[config.mk]
export PLATFORM = sky130hd
export DESIGN_NAME = imm_gen_pipe
export DESIGN_NICKNAME = d
export VERILOG_FILES = /design/src/rtl/imm_pkg.sv /design/src/rtl/imm_gen_pipe_extract.sv /design/src/rtl/imm_gen_pipe.sv
export SDC_FILE = /design/constraint.sdc
export NUM_CORES = 1
export LEC_CHECK = 0
export ABC_AREA = 1
export ABC_CLOCK_PERIOD_IN_PS = 1700
export CAP_MARGIN = 20
export CORE_MARGIN = 2
export CORE_UTILIZATION = 49
export CTS_CLUSTER_SIZE = 28
export DETAILED_ROUTE_END_ITERATION = 8
export GPL_TIMING_DRIVEN = 0
export PLACE_DENSITY = 0.76
export SKIP_LAST_GASP = 1
export SYNTH_ARGS = -nofsm -noshare
export SYNTH_HDL_FRONTEND = slang
export SYNTH_SLANG_ARGS = --single-unit
[constraint.sdc]
create_clock -name clk -period 1.7 [get_ports clk]
set_clock_uncertainty 0.15 [all_clocks]
set_input_delay 0.34 -clock clk [delete_from_list [all_inputs] [get_ports clk]]
set_output_delay 0.34 -clock clk [all_outputs]
set_load 0.05 [all_outputs]
[src/rtl/imm_pkg.sv]
// imm_pkg: shared selector encoding and parameter checks for imm_gen_pipe (IMM_ZICSR_EN enables IMM_Z)
package imm_pkg;
  typedef enum logic [2:0] {
    IMM_I = 3'd0,
    IMM_S = 3'd1,
    IMM_B = 3'd2,
    IMM_U = 3'd3,
    IMM_J = 3'd4,
    IMM_Z = 3'd5
  } imm_src_e;
  localparam int INSTR_W = 32;
  function automatic bit xlen_ok(input int xlen);
    return xlen == 32 || xlen == 64;
  endfunction
endpackage

[src/rtl/imm_gen_pipe_extract.sv]
// imm_extract: combinational RV immediate decode; IMM_Z is legal only when IMM_ZICSR_EN is defined
module imm_extract
  import imm_pkg::*;
#(
  parameter int XLEN = 32
) (
  input  logic [INSTR_W-1:0] i_instr,
  input  logic [2:0]         i_src,
  output logic [XLEN-1:0]    o_imm,
  output logic               o_illegal
);
  logic        s;
  logic [31:0] w_raw;
  logic        w_unused;
  assign s = i_instr[31];
  assign w_unused = ^i_instr[6:0];
  // Build a 32-bit signed immediate per format; widening to XLEN sign-extends it
  always_comb begin
    w_raw = '0;
    o_illegal = 1'b0;
    case (i_src)
      IMM_I: w_raw = {{20{s}}, i_instr[31:20]};
      IMM_S: w_raw = {{20{s}}, i_instr[31:25], i_instr[11:7]};
      IMM_B: w_raw = {{19{s}}, i_instr[31], i_instr[7], i_instr[30:25], i_instr[11:8], 1'b0};
      IMM_U: w_raw = {i_instr[31:12], 12'b0};
      IMM_J: w_raw = {{11{s}}, i_instr[31], i_instr[19:12], i_instr[20], i_instr[30:21], 1'b0};
`ifdef IMM_ZICSR_EN
      IMM_Z: w_raw = {27'b0, i_instr[19:15]};
`else
      IMM_Z: o_illegal = 1'b1;
`endif
      default: o_illegal = 1'b1;
    endcase
    o_imm = o_illegal ? '0 : XLEN'($signed(w_raw));
  end
endmodule

[src/rtl/imm_gen_pipe.sv]
// imm_gen_pipe: registered immediate generator with a 2-entry skid buffer (IMM_ZICSR_EN enables IMM_Z)
module imm_gen_pipe
  import imm_pkg::*;
#(
  parameter int XLEN  = 32,
  parameter int TAG_W = 32
) (
  input  logic               clk,
  input  logic               rst,
  input  logic               in_valid,
  output logic               in_ready,
  input  logic [INSTR_W-1:0] in_instr,
  input  logic [2:0]         in_imm_src,
  input  logic [TAG_W-1:0]   in_tag,
  output logic               out_valid,
  input  logic               out_ready,
  output logic [XLEN-1:0]    out_imm,
  output logic [TAG_W-1:0]   out_tag,
  output logic               out_illegal
);
  typedef struct packed {
    logic [XLEN-1:0]  imm;
    logic [TAG_W-1:0] tag;
    logic             illegal;
  } imm_beat_t;
  if (!xlen_ok(XLEN)) begin : g_bad_xlen
    $error("imm_gen_pipe: XLEN must be 32 or 64");
  end
  imm_beat_t r_main, r_skid, w_beat;
  logic      r_main_v, r_skid_v;
  logic      w_acc;
  imm_extract #(.XLEN(XLEN)) u_extract (
    .i_instr   (in_instr),
    .i_src     (in_imm_src),
    .o_imm     (w_beat.imm),
    .o_illegal (w_beat.illegal)
  );
  assign w_beat.tag  = in_tag;
  assign in_ready    = !r_skid_v;
  assign w_acc       = in_valid && in_ready;
  assign out_valid   = r_main_v;
  assign out_imm     = r_main.imm;
  assign out_tag     = r_main.tag;
  assign out_illegal = r_main.illegal;
  // Main refills from skid first (FIFO order), else from input; skid catches beats while main stalls
  always_ff @(posedge clk) begin
    if (rst) begin
      r_main   <= '0;
      r_skid   <= '0;
      r_main_v <= 1'b0;
      r_skid_v <= 1'b0;
    end else if (!r_main_v || out_ready) begin
      r_main_v <= r_skid_v || w_acc;
      r_skid_v <= 1'b0;
      if (r_skid_v) r_main <= r_skid;
      else if (w_acc) r_main <= w_beat;
    end else if (w_acc) begin
      r_skid   <= w_beat;
      r_skid_v <= 1'b1;
    end
  end
endmodule
# Word-level counts from Yosys, hierarchy flattened
# Index checks and enable logic that the tools add are counted.
[totals] regBits=132 inputBits=71
[op_classes] eq_ne=4 muxes=5 n_bitwise=1 n_reduce_logical=11
[ops] cell="32-bit one-hot mux with 5 select lines" n=1
[ops] cell="65-bit two-way mux" n=2
[ops] cell="32-bit two-way mux" n=1
[ops] cell="3-bit by 2-bit equality test with 1-bit output, second input constant" n=2
[ops] cell="5-bit OR reduction" n=1
[ops] cell="2-bit AND reduction" n=2
[ops] cell="3-bit by 1-bit equality test with 1-bit output, second input constant" n=1
[ops] cell="3-bit equality test, second input constant" n=1
[ops] cell="3-bit zero test" n=1
[ops] cell="1-bit zero test" n=2
[ops] cell="1-bit logical OR" n=2
[ops] cell="2-bit nonzero test" n=1
[ops] cell="2-bit OR reduction" n=1
[ops] cell="1-bit logical AND" n=1
[ops] cell="1-bit two-way mux" n=1
[ops] cell="1-bit inverter" n=1

# Logic depth before layout (Yosys ltp)
[depth] depth_word=5 ltp_mapped=8 ltp_nobuf=7

# Modules after synthesis
# Synthesis repeated with hierarchy kept, for this count alone.
[unflattened] cells_unflattened=1094 area_unflattened_um2=6667.6
[by_module_without_submodules] mod="imm_gen_pipe" n_inst=1 cells_each=990 area_each_um2=6150.9
[by_module_without_submodules] mod="imm_extract" n_inst=1 cells_each=104 area_each_um2=516.7

# Least setup slack after synthesis
# Ideal clock, no wire load.
[synth_path] kind="register to register" startpoint="register r_main_v (netlist: out_valid)" endpoint="register r_skid[12] (netlist name)" setup_time_ns=0.116 t_arrival_ns=1.537 t_required_ns=1.434 slack_ns=-0.103 stages_incl_launch_ff=8 path_cell_list="dfxtp_1 nand2_1 nor2_4 inv_2 buf_2 buf_4 nor2_1 nor2_1"
[synth_via] elab_chain_len=4
[synth_rtl] item="from (decl)" line="imm_gen_pipe.sv:30" source="logic r_main_v, r_skid_v;"
[synth_rtl] item="from (signal assigned)" line="imm_gen_pipe.sv:53" source="r_main_v <= r_skid_v || w_acc;"
[synth_rtl] item="1-bit zero test" line="imm_gen_pipe.sv:52" source="end else if (!r_main_v || out_ready) begin"
[synth_rtl] item="1-bit logical OR" line="imm_gen_pipe.sv:52"
[synth_rtl] item="1-bit inverter (no line)"
[synth_rtl] item="2-bit AND reduction (no line)"
[synth_rtl] item="to (signal assigned)" line="imm_gen_pipe.sv:58" source="r_skid <= w_beat;"
[synth_rtl] item="to (decl)" line="imm_gen_pipe.sv:29" source="imm_beat_t r_main, r_skid, w_beat;"
# Every way passes these cells.
# A chain may end at the register's enable or synchronous reset.

# Worst setup path in the final report
[layout_path] startpoint="register r_skid_v" endpoint="register r_skid[18] (netlist name)"
[layout_via] elab_chain_len=3
[layout_rtl] item="from (decl)" line="imm_gen_pipe.sv:30"
[layout_rtl] item="from (signal assigned)" line="imm_gen_pipe.sv:51" source="r_skid_v <= 1'b0;"
[layout_rtl] item="from (signal assigned)" line="imm_gen_pipe.sv:54" source="r_skid_v <= 1'b0;"
[layout_rtl] item="from (signal assigned)" line="imm_gen_pipe.sv:59" source="r_skid_v <= 1'b1;"
[layout_rtl] item="1-bit zero test" line="imm_gen_pipe.sv:39" source="assign in_ready = !r_skid_v;"
[layout_rtl] item="1-bit logical AND" line="imm_gen_pipe.sv:40" source="assign w_acc = in_valid && in_ready;"
[layout_rtl] item="2-bit AND reduction (no line)"
# Every way passes these cells.

==> metrics.csv <==
stage,metric,value,unit
hold_path,hold_sp,in_valid,
global_route,Tot GR Track Use,28.4,%
critical_path,Critical Path RT,1.85,ns
pwr,Leakage,3.40,nW
sta,Tcrit/Tclk final,98.0,%
cells_and_area,# diodes,0,
critical_path,crit path launch type,flop,
route,via count,6034,
logic_synthesis,syn nets,835,
pwr,Switching Fraction,28.0,%
route,DRT Pass-1 Iters,5,
pwr,Pwr Total,0.00871,W
logic_synthesis,most frequent cell after synthesis,dfxtp_1,
sta,WHS,0.191,ns
global_route,largest net degree at the start of global routing,17,
pwr,clock power share,43.3,%
floorplan,# IOs,138,
critical_path,Worst Setup SP,r_skid_v,
route,post-route antenna net violation count,0,
logic_synthesis,mapped cell area,5560,um2
critical_path,CP max stage cell,dfxtp_4,
global_route,Congestion Overflow GR,0,
sta,setup ws final,0.0333,ns
sta,Final Hold Fails,0,
logic_synthesis,synth top area cells,"dfxtp_1 (48%), o21ai_0 (11%), nand2_1 (8.0%)",
route,post-DR vias/cell,5.63,
run_status,outcome,"finished, final reports clean",
global_route,initial antenna violation count,0,
clock_tree,clock-pin slew on the worst setup and hold paths,0.06,ns
floorplan,core area,10900,um2
logic_synthesis,number of synthesized flops with an enable pin,0,
sta,RSZ-0062 raised after global routing,true,
floorplan,die height,111,um
critical_path,CP peak stage delay,0.37,ns
pwr,combinational group share of total power,17.7,%
floorplan,die span in x,111,um
clock_tree,clock sink count,132,
sta,Final setup viols,0,
logic_synthesis,"Distinct cells, synth",23,
critical_path,cell-by-cell trace of the critical path,inv_4 -> nand2_2 -> nor2_4 -> inv_2 -> buf_4 -> buf_4 -> nor2_1 -> nor2_1,
route,Routed WL,17.5,mm
hold_path,Hold Path Class,in2reg,
placed_design,Area after DPL,7020,um2
cells_and_area,P&R area growth vs syn,41.0,%
cells_and_area,layout cells sized above 1,18.6,%
logic_synthesis,Yosys top cell area share,47.5,%
clock_tree,Num CTS Buffers,17,
clock_tree,clk root buf,clkbuf_16,
logic_synthesis,Mean Syn Cell Area,7.28,um2
logic_synthesis,ys flop type,dfxtp_1,
clock_tree,clock latency at the later pin of the worst-skew pair,0.42,ns
cells_and_area,post-route cell area,7850,um2
clock_tree,CTS HTree Levels,4,
cells_and_area,nets,990,
logic_synthesis,Synth top cells by count,"dfxtp_1 (132), o21ai_0 (124), nand2_1 (119), nor2_1 (119), a21oi_1 (73)",
floorplan,Row Count,38,
sta,Tmin final,1.67,ns
critical_path,Top delay family on crit path,buffers and inverters,
global_route,first-pass GRT wire length,28.2,mm
placed_design,input/output buffers,128,
sta,worst slew pin tran,0.602,ns
pwr,design internal power,0.00627,W
critical_path,crit path DAT,1.82,ns
floorplan,starting density of the core,50.9,%
critical_path,crit path max fanout,10,
critical_path,R2R Path Start,r_skid_v,
pwr,Peak VDD IR,0.000876,V
route,# DRC,0,
pwr,Sw Pwr,0.00244,W
placed_design,RePlAce Congestion,0.903,
placed_design,pre-CTS setup slack,-0.850,ns
pwr,pwr dens,1110,nW/um2
global_route,vias in the first global route,5736,
sta,Fmax,0.600,GHz
critical_path,Crit Path Class,reg2reg,
job,Max Cap Viol,0,
logic_synthesis,"FFs w/ async S/R, synth",0,%
logic_synthesis,#FFs+latches synth,132,
logic_synthesis,synthesized instance count,764,
route,Initial DRC Count,622,
sta,Slew HR,59.9,%
clock_tree,CTS tree,yes,
route,WL/cell,16.3,um
logic_synthesis,"area leader, netlist",dfxtp_1,
placed_design,DP HPWL,11.9,mm
sta,max-slew violations,0,
cells_and_area,fillers,879,
critical_path,CP endpoint kind,flop,
clock_tree,Clock Path Buffers,2,
critical_path,crit path buf inv count,4,
logic_synthesis,post-synthesis sequential area ratio,47.5,%
pwr,Flop pwr share,39.0,%
floorplan,die area,12200,um2
logic_synthesis,synth warn,0,
==> flip-flops by register name, indices dropped and copies added (netlist names) <==
name,flops
r_skid,65
out_imm,32
out_tag,32
out_illegal,1
out_valid,1
r_skid_v,1
==> metrics by stage <==
stage	cells	setup TNS, ns	utilization, %
after floorplan	764	0	-
after global placement	1032	-50.73	64.2
after detailed placement	1032	-54.19	64.2
after CTS	1070	-0.0616	71.4
after global routing	1072	-0.0838	71.8
final	1072	0	71.8
==> final cells by class <==
cell class,instances,area [um2],area share (%)
flip-flops and latches,132,2650,33.7
multi-input cells,542,2530,32.3
clock inverters,9,125,1.59
inverters,27,104,1.32
well taps,140,175,2.23
plain buffers,62,334,4.26
clock buffers,23,488,6.22
repair buffers,137,1440,18.4
==> repair_timing <==
item | CTS | global route
pin swaps | 1 | 2
hold buffers | 0 | 0
setup endpoints to repair | 145 | 110
resized for setup | 223 | 34
hold endpoints to repair | 0 | 0
cloned | 1 | 0
setup buffers | 5 | 4
==> routing by layer <==
metal	part of all wire [%]	vias to the layer above	GRT usage [%]
met5	0	-	0
met4	2.9	0	12.4
met3	7.0	52	5.49
met2	46	292	44.5
met1	44	2801	38.2
li1	-	2889	-
==> power groups by stage <==
stage	clock network, W	logic, W	registers [W]
finish	0.00377	0.00154	0.00340
global route	0.00394	0.00164	0.00341
CTS	0.00379	0.00152	0.00339
detailed placement	0	0.00153	0.00345
global placement	0	0.00151	0.00345
floorplan	0	0.000498	0.00389
==> tightest hold or removal path: cells and delay by family <==
| family | cells | cell delay [ns] |
|---|---|---|
| buffers and inverters | 1 | 0.15 |
| AND/OR/NAND/NOR | 1 | 0.08 |
| AO/OA/AOI/OAI | 1 | 0.14 |
==> worst paths after layout <==
path                endpoint  slack (ns)  cells after the start
setup / recovery  r_skid[18]        0.03                      8
hold / removal     out_valid        0.19                      3
setup reg to reg  r_skid[18]        0.03                      8
hold reg to reg   out_tag[1]        0.33                      2
==> cells in the final DEF, fill, tap and decap left out, types with 3 or more instances in the layout <==
master           instances
o21ai_0                123
o21ai_1                  8
nor2_4                   3
a31oi_1                 32
inv_2                    3
nand3_1                 41
clkbuf_16               17
clkbuf_2                18
buf_2                   18
nand2_2                  4
bufinv_16                3
clkbuf_1                12
dfxtp_1                130
nor2_2                   3
buf_4                   18
clkdlybuf4s15_2         65
clkbuf_8                 4
nor2_1                 118
clkinv_2                 4
a21oi_1                 73
clkdlybuf4s50_1         59
nand4_1                 16
nand2_1                117
inv_1                   23
buf_1                    4
==> logic make-up (layout without fill, tap and decap cells) <==
family	after synthesis	after routing	share of synthesized area (%)
DFF	132	132	47.5
AOI/OAI and AO/OA	236	236	22.0
buffers and inverters	91	258	7.22
and+or+nand+nor	305	306	23.3
No activity file was read; power rests on OpenSTA's default activity.
